==> config.mk <==
export PLATFORM = sky130hd
export DESIGN_NAME = uart_tx_burst_flat
export DESIGN_NICKNAME = d
export VERILOG_FILES = /design/src/rtl/uart_pkg.sv /design/src/rtl/uart_tx_burst_if.sv /design/src/rtl/uart_bit_timer.sv /design/src/rtl/uart_tx_burst.sv /design/src/flat_wrapper.sv
export SDC_FILE = /design/constraint.sdc
export NUM_CORES = 1
export LEC_CHECK = 0
export ABC_CLOCK_PERIOD_IN_PS = 5240
export CAP_MARGIN = 15
export CORE_ASPECT_RATIO = 0.7
export CORE_MARGIN = 4
export CORE_UTILIZATION = 35
export CTS_BUF_LIST = sky130_fd_sc_hd__clkbuf_4
export DETAILED_ROUTE_END_ITERATION = 7
export DONT_BUFFER_PORTS = 1
export PLACE_DENSITY = 0.6
export SYNTH_ARGS = -nofsm -noshare
export SYNTH_HDL_FRONTEND = slang
export SYNTH_SLANG_ARGS = --single-unit
==> constraint.sdc <==
create_clock -name clock -period 5.24 [get_ports clock]
set_input_delay 1.31 -clock clock [delete_from_list [all_inputs] [get_ports clock]]
set_output_delay 1.31 -clock clock [all_outputs]
set_load 0.02 [all_outputs]
==> src/rtl/uart_pkg.sv <==
// Shared UART definitions: FSM state encoding, serial line levels and a
// counter-width helper used by the transmitter and receiver blocks.
package uart_pkg;

    typedef enum logic [2:0] {
        IDLE   = 3'd0,
        START  = 3'd1,
        DATA   = 3'd2,
        PARITY = 3'd3,
        STOP   = 3'd4,
        WAIT   = 3'd5
    } uart_state_e;

    localparam logic LINE_IDLE  = 1'b1;
    localparam logic LINE_START = 1'b0;

    // Bits needed to hold values 0..n-1, never less than one bit.
    function automatic int cnt_width(input int n);
        return (n < 2) ? 1 : $clog2(n);
    endfunction

endpackage

==> src/rtl/uart_tx_burst_if.sv <==
// Per-byte valid/ready handshake between the byte source and the UART
// burst transmitter, including the burst length sampled at burst start.
interface uart_tx_burst_if #(
    parameter int DATA_BITS = 8,
    parameter int CNT_W     = 10
) ();

    logic [CNT_W-1:0]     bytes_to_tx;
    logic [DATA_BITS-1:0] tx_data_byte;
    logic                 tx_data_valid;
    logic                 tx_ready;

    modport master (
        output bytes_to_tx,
        output tx_data_byte,
        output tx_data_valid,
        input  tx_ready
    );

    modport slave (
        input  bytes_to_tx,
        input  tx_data_byte,
        input  tx_data_valid,
        output tx_ready
    );

endinterface

==> src/rtl/uart_bit_timer.sv <==
// Bit-period down-counter: reloads on i_load and pulses o_bit_end on the last
// enabled cycle of each CLKS_PER_BIT-long bit, then reloads automatically.
module uart_bit_timer
    import uart_pkg::*;
#(
    parameter int CLKS_PER_BIT = 2
) (
    input  logic clock,
    input  logic reset_n,
    input  logic i_load,
    input  logic i_enable,
    output logic o_bit_end
);

    localparam int            CNT_BITS = cnt_width(CLKS_PER_BIT);
    localparam logic [CNT_BITS-1:0] RELOAD = CNT_BITS'(CLKS_PER_BIT - 1);

    logic [CNT_BITS-1:0] r_cnt;
    logic                w_at_zero;

    assign w_at_zero = (r_cnt == '0);

    // NOTE: clocked state uses non-blocking assignments so every register
    // samples the pre-edge values of the others, matching real flops.
    always_ff @(posedge clock) begin
        if (!reset_n) begin
            r_cnt <= '0;
        end else if (i_load) begin
            r_cnt <= RELOAD;
        end else if (i_enable) begin
            r_cnt <= w_at_zero ? RELOAD : r_cnt - 1'b1;
        end
    end

    assign o_bit_end = i_enable && w_at_zero;

endmodule

==> src/rtl/uart_tx_burst.sv <==
// Parametrised burst UART transmitter with per-byte valid/ready handshake.
// Optional parity bit is built when UART_TX_PARITY_EN is defined.
module uart_tx_burst
    import uart_pkg::*;
#(
    parameter int DATA_BITS    = 8,
    parameter int CLKS_PER_BIT = 2,
    parameter int STOP_BITS    = 1,
    parameter int MSB_FIRST    = 1,
    parameter int CNT_W        = 10
`ifdef UART_TX_PARITY_EN
    ,
    parameter int PARITY_ODD   = 0
`endif
) (
    input  logic          clock,
    input  logic          reset_n,
    uart_tx_burst_if.slave s_if,
    output logic          tx_busy,
    output logic          burst_done,
    output logic          serial_data_out
);

    localparam int                 BIT_W     = cnt_width(DATA_BITS);
    localparam logic [BIT_W-1:0]   LAST_BIT  = BIT_W'(DATA_BITS - 1);
    localparam logic               LAST_STOP = 1'(STOP_BITS - 1);

    uart_state_e          r_state;
    uart_state_e          w_next_state;
    logic                 r_ready_en;
    logic                 r_burst_done;
    logic                 r_stop_idx;
    logic [BIT_W-1:0]     r_bit_idx;
    logic [CNT_W-1:0]     r_remaining;
    logic [DATA_BITS-1:0] r_shift;
`ifdef UART_TX_PARITY_EN
    logic                 r_parity;
`endif

    logic w_ready;
    logic w_xfer;
    logic w_timer_en;
    logic w_bit_end;
    logic w_data_bit;
    logic w_last_bit;
    logic w_last_stop;
    logic w_burst_end;
    logic w_line;

    // Ready is withheld for one cycle after reset releases.
    assign w_ready     = r_ready_en && ((r_state == IDLE) || (r_state == WAIT));
    assign w_xfer      = s_if.tx_data_valid && w_ready;
    assign w_timer_en  = (r_state != IDLE) && (r_state != WAIT);
    assign w_data_bit  = (MSB_FIRST != 0) ? r_shift[DATA_BITS-1] : r_shift[0];
    assign w_last_bit  = w_bit_end && (r_bit_idx == LAST_BIT);
    assign w_last_stop = w_bit_end && (r_stop_idx == LAST_STOP);
    assign w_burst_end = w_last_stop && (r_remaining == '0);

    uart_bit_timer #(
        .CLKS_PER_BIT (CLKS_PER_BIT)
    ) u_bit_timer (
        .clock     (clock),
        .reset_n   (reset_n),
        .i_load    (w_xfer),
        .i_enable  (w_timer_en),
        .o_bit_end (w_bit_end)
    );

    always_ff @(posedge clock) begin
        if (!reset_n) begin
            r_state <= IDLE;
        end else begin
            r_state <= w_next_state;
        end
    end

    // NOTE: every output of this block gets a default first, so no path can
    // leave a signal unassigned and infer a latch.
    always_comb begin
        w_next_state = r_state;
        w_line       = LINE_IDLE;
        case (r_state)
            IDLE, WAIT: begin
                if (w_xfer) begin
                    w_next_state = START;
                end
            end
            START: begin
                w_line = LINE_START;
                if (w_bit_end) begin
                    w_next_state = DATA;
                end
            end
            DATA: begin
                w_line = w_data_bit;
                if (w_last_bit) begin
`ifdef UART_TX_PARITY_EN
                    w_next_state = PARITY;
`else
                    w_next_state = STOP;
`endif
                end
            end
`ifdef UART_TX_PARITY_EN
            PARITY: begin
                w_line = r_parity;
                if (w_bit_end) begin
                    w_next_state = STOP;
                end
            end
`endif
            STOP: begin
                if (w_last_stop) begin
                    w_next_state = (r_remaining == '0) ? IDLE : WAIT;
                end
            end
            default: begin
                w_next_state = IDLE;
            end
        endcase
    end

    always_ff @(posedge clock) begin
        if (!reset_n) begin
            r_ready_en   <= 1'b0;
            r_burst_done <= 1'b0;
            r_bit_idx    <= '0;
            r_stop_idx   <= 1'b0;
            r_remaining  <= '0;
        end else begin
            r_ready_en   <= 1'b1;
            r_burst_done <= (r_state == STOP) && w_burst_end;
            if (w_xfer) begin
                r_bit_idx  <= '0;
                r_stop_idx <= 1'b0;
                // Burst length is only taken at the first byte of a burst.
                if (r_state == IDLE) begin
                    r_remaining <= s_if.bytes_to_tx;
                end
            end else if (w_bit_end) begin
                if (r_state == DATA) begin
                    r_bit_idx <= r_bit_idx + 1'b1;
                end
                if (r_state == STOP) begin
                    r_stop_idx <= ~r_stop_idx;
                    if (w_last_stop && (r_remaining != '0)) begin
                        r_remaining <= r_remaining - 1'b1;
                    end
                end
            end
        end
    end

    // NOTE: the shift register has no reset; its contents are don't-care
    // until a handshake loads it, and the FSM never reads it before that.
    always_ff @(posedge clock) begin
        if (w_xfer) begin
            r_shift <= s_if.tx_data_byte;
`ifdef UART_TX_PARITY_EN
            r_parity <= (^s_if.tx_data_byte) ^ (PARITY_ODD != 0);
`endif
        end else if (w_bit_end && (r_state == DATA)) begin
            if (MSB_FIRST != 0) begin
                r_shift <= {r_shift[DATA_BITS-2:0], 1'b0};
            end else begin
                r_shift <= {1'b0, r_shift[DATA_BITS-1:1]};
            end
        end
    end

    assign s_if.tx_ready   = w_ready;
    assign tx_busy         = (r_state != IDLE);
    assign burst_done      = r_burst_done;
    assign serial_data_out = w_line;

endmodule

==> src/flat_wrapper.sv <==
// flat-port wrapper written by rule: the top's interface ports become plain ports
module uart_tx_burst_flat import uart_pkg::*;
#(
    parameter int DATA_BITS    = 8,
    parameter int CLKS_PER_BIT = 2,
    parameter int STOP_BITS    = 1,
    parameter int MSB_FIRST    = 1,
    parameter int CNT_W        = 10

)
  (clock, reset_n, tx_busy, burst_done, serial_data_out, s_if_bytes_to_tx, s_if_tx_data_byte, s_if_tx_data_valid, s_if_tx_ready);
  uart_tx_burst_if #(.DATA_BITS(DATA_BITS), .CNT_W(CNT_W)) s_if_i ();
  input  logic clock;
  input  logic reset_n;
  output logic tx_busy;
  output logic burst_done;
  output logic serial_data_out;
  input wire logic [$bits(s_if_i.bytes_to_tx)-1:0] s_if_bytes_to_tx;
  input wire logic [$bits(s_if_i.tx_data_byte)-1:0] s_if_tx_data_byte;
  input wire logic [$bits(s_if_i.tx_data_valid)-1:0] s_if_tx_data_valid;
  output wire logic [$bits(s_if_i.tx_ready)-1:0] s_if_tx_ready;
  assign s_if_i.bytes_to_tx = s_if_bytes_to_tx;
  assign s_if_i.tx_data_byte = s_if_tx_data_byte;
  assign s_if_i.tx_data_valid = s_if_tx_data_valid;
  assign s_if_tx_ready = s_if_i.tx_ready;
  uart_tx_burst #(.DATA_BITS(DATA_BITS), .CLKS_PER_BIT(CLKS_PER_BIT), .STOP_BITS(STOP_BITS), .MSB_FIRST(MSB_FIRST), .CNT_W(CNT_W)) u_core (.clock(clock), .reset_n(reset_n), .s_if(s_if_i), .tx_busy(tx_busy), .burst_done(burst_done), .serial_data_out(serial_data_out));
endmodule
==> results.ini, run 1 <==
[synthesis]
synth_top_cell_area_share_pct=24.65
seq_area_frac_synth_pct=39.45
synth_area_leaders=dfxtp_1 25%, edfxtp_1 15%, nand2_1 8.1%
ys_seq_elements=28
synth_edf_count=8
synth.distinct_cells=51
yosysWarningCount=0
yosysMostFrequentCell=nand2_1
yosysTopAreaCell=dfxtp_1
synth_nets=209
synth_area_um2=1624
async_flop_share_pct=0
syn_area_per_cell_um2=8.826
syn_inst=184
synth-main-ff-cell=dfxtp_1
synthTopCellsByCount=35 x nand2_1, 20 x dfxtp_1, 10 x nor2_1, 8 x edfxtp_1, 8 x mux2i_1

[setup_path]
setup.worst_path.start_class=input pin
endpoint_kind=register
critical_path.startpoint=s_if_tx_data_valid
cp.required_ns=5.21
r2r-start=u_core.r_state[2]$_SDFFE_PN0P_
crit_arrival_ns=3.06
worstSetupPathType=input pin to register
ff2ff_path_depth=3
path_max_fanout=24
crit_path_end=u_core.r_shift[3]$_DFFE_PP_
r2r-end=u_core.r_shift[3]$_DFFE_PP_
reg2reg_slack_ns=2.55

[floorplan]
die_w_um=89.42
coreArea_um2=4404
start_util_pct=36.88
num_rows=20
dieArea_um2=5811
io_pins=25
die_h_um=64.99

[detailed_routing]
wl_per_cell_um=15.56
firstDrtPassIters=4
num_vias=1373
totalWireLength_um=3640
ant_nets=0
avgViaCountPerCell=5.868
drtIter0Drc=114
drc=0

[sta]
worstMarginPinSlew_ns=1.018
fin_setup_tns_ns=0
period_share_pct=58.95
hold_viol=0
max_freq_ghz=0.3237
fin_skew_ns=0.007271
drv_slew=0
min_period_ns=3.089
maxSlewHeadroom_pct=31.45
rsz0062_at_grt=no
setup_viol_count_final=0

[clock_tree]
htreeDepth=1
cts-root-buf=clkbuf_4
path_clk_slew_ns=0.15
numCtsBuffers=3
cts.sinks=28
cts_tree=built
cts_resized=0
clk_latency_ns=0.33
ctsHoldBuffers=0
ctsLongestPathBuffers=2
post_cts_buffers=0

[global_route]
grt_pass1_wl_um=6175
first_global_vias=1260
grt_start_max_net_pins=25
antenna_found_initial=0
overflow=0
grt_usage_pct=13.31

[outcome]
status=finished, final reports clean

[power]
vdd_drop_max_mv=0.1630
power.leakage_nw=0.6652
power.density_nw_per_um2=479.6

[finish]
synthToLayoutAreaGrowth_pct=3.236
drive_gt1_share_pct=6.145
antenna_cells=0
design_area_um2=1677
nets=205

[placed_design]
io_buffers=0
placed_area_um2=1647
dp_hpwl_um=2648
place_congestion=0.8250

[run]
drv_cap=0

[min_path]
hp-class=register to register

## layout make-up
type,count,area [um^2]
fill,448,2728
tap,55,68.82
inverter,6,22.52
clock buffer,4,30.03
multi-input combinational,140,907.1
timing repair buffer,1,7.507
sequential,28,640.6
## worst max-delay path, cell delays in order
cell     delay, ns
and2_0        0.24
nand3_1       0.74
o21ai_0       0.75
## cells by family (layout without fill, tap and decap cells)
kind of cell	after synthesis	after routing	share of synthesized area [%]
adder cells (fa/ha/maj)	4	4	3.082
buffers and inverters	16	11	4.699
XOR/XNOR	4	4	2.158
AND/OR/NAND/NOR	84	84	26.04
multiplexers	8	8	4.931
flip-flops	28	28	39.45
AO/OA/AOI/OAI	40	40	19.65
## metal layers
metal  routed length, um  part of all wire, %  track usage (%)  vias to the layer above
met5                   0                    0                0                        -
met1                1795                   49            19.04                      658
met4                  19                 0.52            2.230                        0
li1                    -                    -                -                      677
met2                1554                   43            20.13                       36
met3                 271                  7.4            3.685                        2
## power by group
part | switching (mW) | total (mW) | internal, mW | leakage [nW]
logic | 0.219 | 0.374 | 0.155 | 0.408
registers | 0.0504 | 0.331 | 0.281 | 0.239
clock network | 0.0639 | 0.0989 | 0.0350 | 0.0184
## sequential cells by signal (all words and copies together) (netlist names)
register	cells
u_core.r_remaining	10
u_core.r_shift	8
u_core.r_bit_idx	3
u_core.r_state	3
u_core.burst_done	1
u_core.r_ready_en	1
u_core.r_stop_idx	1
u_core.u_bit_timer.r_cnt	1
## how the worst min path moves through the flow
stage / slack (ns) / start / endpoint / depth (start not counted)
final: 0.50 / u_core.r_remaining[8]$_SDFFE_PN0P_ / u_core.r_remaining[8]$_SDFFE_PN0P_ / 2
after global routing: 0.53 / u_core.r_remaining[8]$_SDFFE_PN0P_ / u_core.r_remaining[8]$_SDFFE_PN0P_ / 2
after CTS: 0.50 / u_core.r_remaining[8]$_SDFFE_PN0P_ / u_core.r_remaining[8]$_SDFFE_PN0P_ / 2
after detailed placement: 0.48 / u_core.r_remaining[8]$_SDFFE_PN0P_ / u_core.r_remaining[8]$_SDFFE_PN0P_ / 2
after global placement: 0.48 / u_core.r_remaining[8]$_SDFFE_PN0P_ / u_core.r_remaining[8]$_SDFFE_PN0P_ / 2
after floorplan: 0.45 / u_core.r_remaining[8]$_SDFFE_PN0P_ / u_core.r_remaining[8]$_SDFFE_PN0P_ / 2
## metrics by stage
step	hold WS (ns)	util [%]	worst slack, ns	power (mW)	std cells
floorplan	0.4497	-	2.553	0.6451	184
global placement	0.4758	37.39	1.764	0.7093	230
detailed placement	0.4797	37.39	1.704	0.7090	230
CTS	0.5037	38.07	2.072	0.8099	234
global route	0.5336	38.07	1.959	0.8816	234
finish	0.5036	38.07	2.151	0.8042	234
## cells in the final DEF (no fill, tap or decap), types with 2 or more instances in the layout
master,count
nor3_1,5
nor4_1,4
or3_1,2
clkbuf_4,4
nand2_1,35
a22oi_1,5
nand3_1,6
and2_1,2
and3_1,3
a2bb2oi_1,2
inv_1,6
nand2b_1,3
o21ai_0,4
xnor2_1,2
nor2_1,10
a221oi_1,2
o31ai_1,2
edfxtp_1,8
a21oi_1,2
nor2b_1,3
xor2_1,2
or4_1,2
o32ai_1,7
mux2i_1,8
dfxtp_1,20
o22ai_1,2
ha_1,4
a221o_1,2
(Power assumes the default switching activity.)
==> run 2, diff against run 1 <==
--- a/config.mk
+++ b/config.mk
@@ -5,7 +5,7 @@
 export SDC_FILE = /design/constraint.sdc
 export NUM_CORES = 1
 export LEC_CHECK = 0
-export ABC_CLOCK_PERIOD_IN_PS = 5240
+export ABC_CLOCK_PERIOD_IN_PS = 3040
 export CAP_MARGIN = 15
 export CORE_ASPECT_RATIO = 0.7
 export CORE_MARGIN = 4
==> constraint.sdc (replaced) <==
create_clock -name clock -period 3.04 [get_ports clock]
set_input_delay 0.76 -clock clock [delete_from_list [all_inputs] [get_ports clock]]
set_output_delay 0.76 -clock clock [all_outputs]
set_load 0.02 [all_outputs]
==> results.ini, run 2 (synthesized netlist as in run 1, its figures left out) <==
[outcome]
status=finished, final reports clean

[finish]
nets=208
synthToLayoutAreaGrowth_pct=5.855
top_regs=u_core.r_remaining x10, u_core.r_shift x8
antenna_cells=0
instances_no_fill=237
final_common_cell=nand2_1
design_area_um2=1719
multi_input_area_um2=907.1
fillers=454
largest_reg_flops=10
final_cell_mix=35 x nand2_1, 20 x dfxtp_1, 10 x nor2_1
register_area_um2=640.6
regMostFlops=u_core.r_remaining
drive_gt1_share_pct=7.692
finish.utilization_pct=39.03

[global_route]
grt_pass1_wl_um=6285
grt_usage_pct=13.75
overflow=0
grt_start_max_net_pins=17
first_global_vias=1230
antenna_found_initial=0

[floorplan]
die_w_um=89.42
num_rows=20
die_h_um=64.99
dieArea_um2=5811
io_pins=25
coreArea_um2=4404
start_util_pct=36.88

[power]
power.density_nw_per_um2=869.2
power.leakage_nw=0.6884
p_total_mw=1.494
vdd_drop_max_mv=0.4161

[clock_tree]
ctsLongestPathBuffers=2
numCtsBuffers=3
htreeDepth=1
cts_resized=0
clk_latency_ns=0.35
post_cts_buffers=0
cts-root-buf=clkbuf_4
ctsHoldBuffers=0
cts.sinks=28
cts_tree=built
path_clk_slew_ns=0.17

[setup_path]
crit_slowest_cell=dfxtp_1
slowest_delay_ns=0.56
cp.required_ns=2.28
crit_chain=inv_1 > nand2_1 > o21ai_0 > nand2_1
setup.worst_path.start_class=register
crit_top_cell=nand2_1
path_max_fanout=11
worstSetupPathType=register to output pin
endpoint_kind=output pin
crit_arrival_ns=1.53

[detailed_routing]
avgViaCountPerCell=5.793
drtIter0Drc=161
totalWireLength_um=3798
firstDrtPassIters=4
ant_nets=0
num_vias=1373
wl_per_cell_um=16.03
drc=0

[sta]
period_share_pct=75.36
worstMarginPinSlew_ns=0.7816
hold_ws_ns=0.4146
fin_skew_ns=0.01182
rsz0062_at_grt=no
fin_ws_ns=0.7490
drv_slew=0
max_freq_ghz=0.4365
fin_setup_tns_ns=0
hold_viol=0
min_period_ns=2.291
setup_viol_count_final=0
maxSlewHeadroom_pct=47.16

[placed_design]
preCtsSetupSlack_ns=0.8494
io_buffers=0
numPlacedInstances=232
dp_hpwl_um=2708
placed_area_um2=1662
place_congestion=0.8484

[run]
drv_cap=0

[min_path]
hp-class=input pin to register

run 2: critical path, delay by kind of cell (launching register included):
family	cells	cell delay, ns
buffers and inverters	1	0.23
AND/OR/NAND/NOR	2	0.32
AO/OA/AOI/OAI	1	0.08
flip-flops	1	0.56
run 2: routing by layer:
layer,part of all wire [%],track usage [%]
met5,0,0
met4,0.55,2.230
met3,8.4,4.066
met2,40,17.74
met1,51,22.14
run 2: worst paths after layout:
path / start / endpoint / slack, ns / depth (start not counted)
setup / recovery: u_core.r_state[1]$_SDFFE_PN0P_ / serial_data_out / 0.75 / 4
hold / removal: reset_n / u_core.r_ready_en$_DFF_P_ / 0.41 / 0
setup reg to reg: u_core.r_state[2]$_SDFFE_PN0P_ / u_core.r_remaining[9]$_SDFFE_PN0P_ / 0.83 / 4
hold reg to reg: u_core.r_remaining[8]$_SDFFE_PN0P_ / u_core.r_remaining[8]$_SDFFE_PN0P_ / 0.50 / 2
run 2: where the power goes:
group | switching [mW] | internal [mW]
clock network | 0.124 | 0.134
registers | 0.0869 | 0.483
logic | 0.390 | 0.276
total | 0.601 | 0.893
run 2: area by class of cell:
cell class / instances / area share, %
Inverter: 6 / 1.310
Multi-Input combinational cell: 140 / 52.77
Clock inverter: 1 / 1.747
Clock buffer: 3 / 1.310
Sequential cell: 28 / 37.26
Timing Repair Buffer: 4 / 1.601
Tap cell: 55 / 4.003
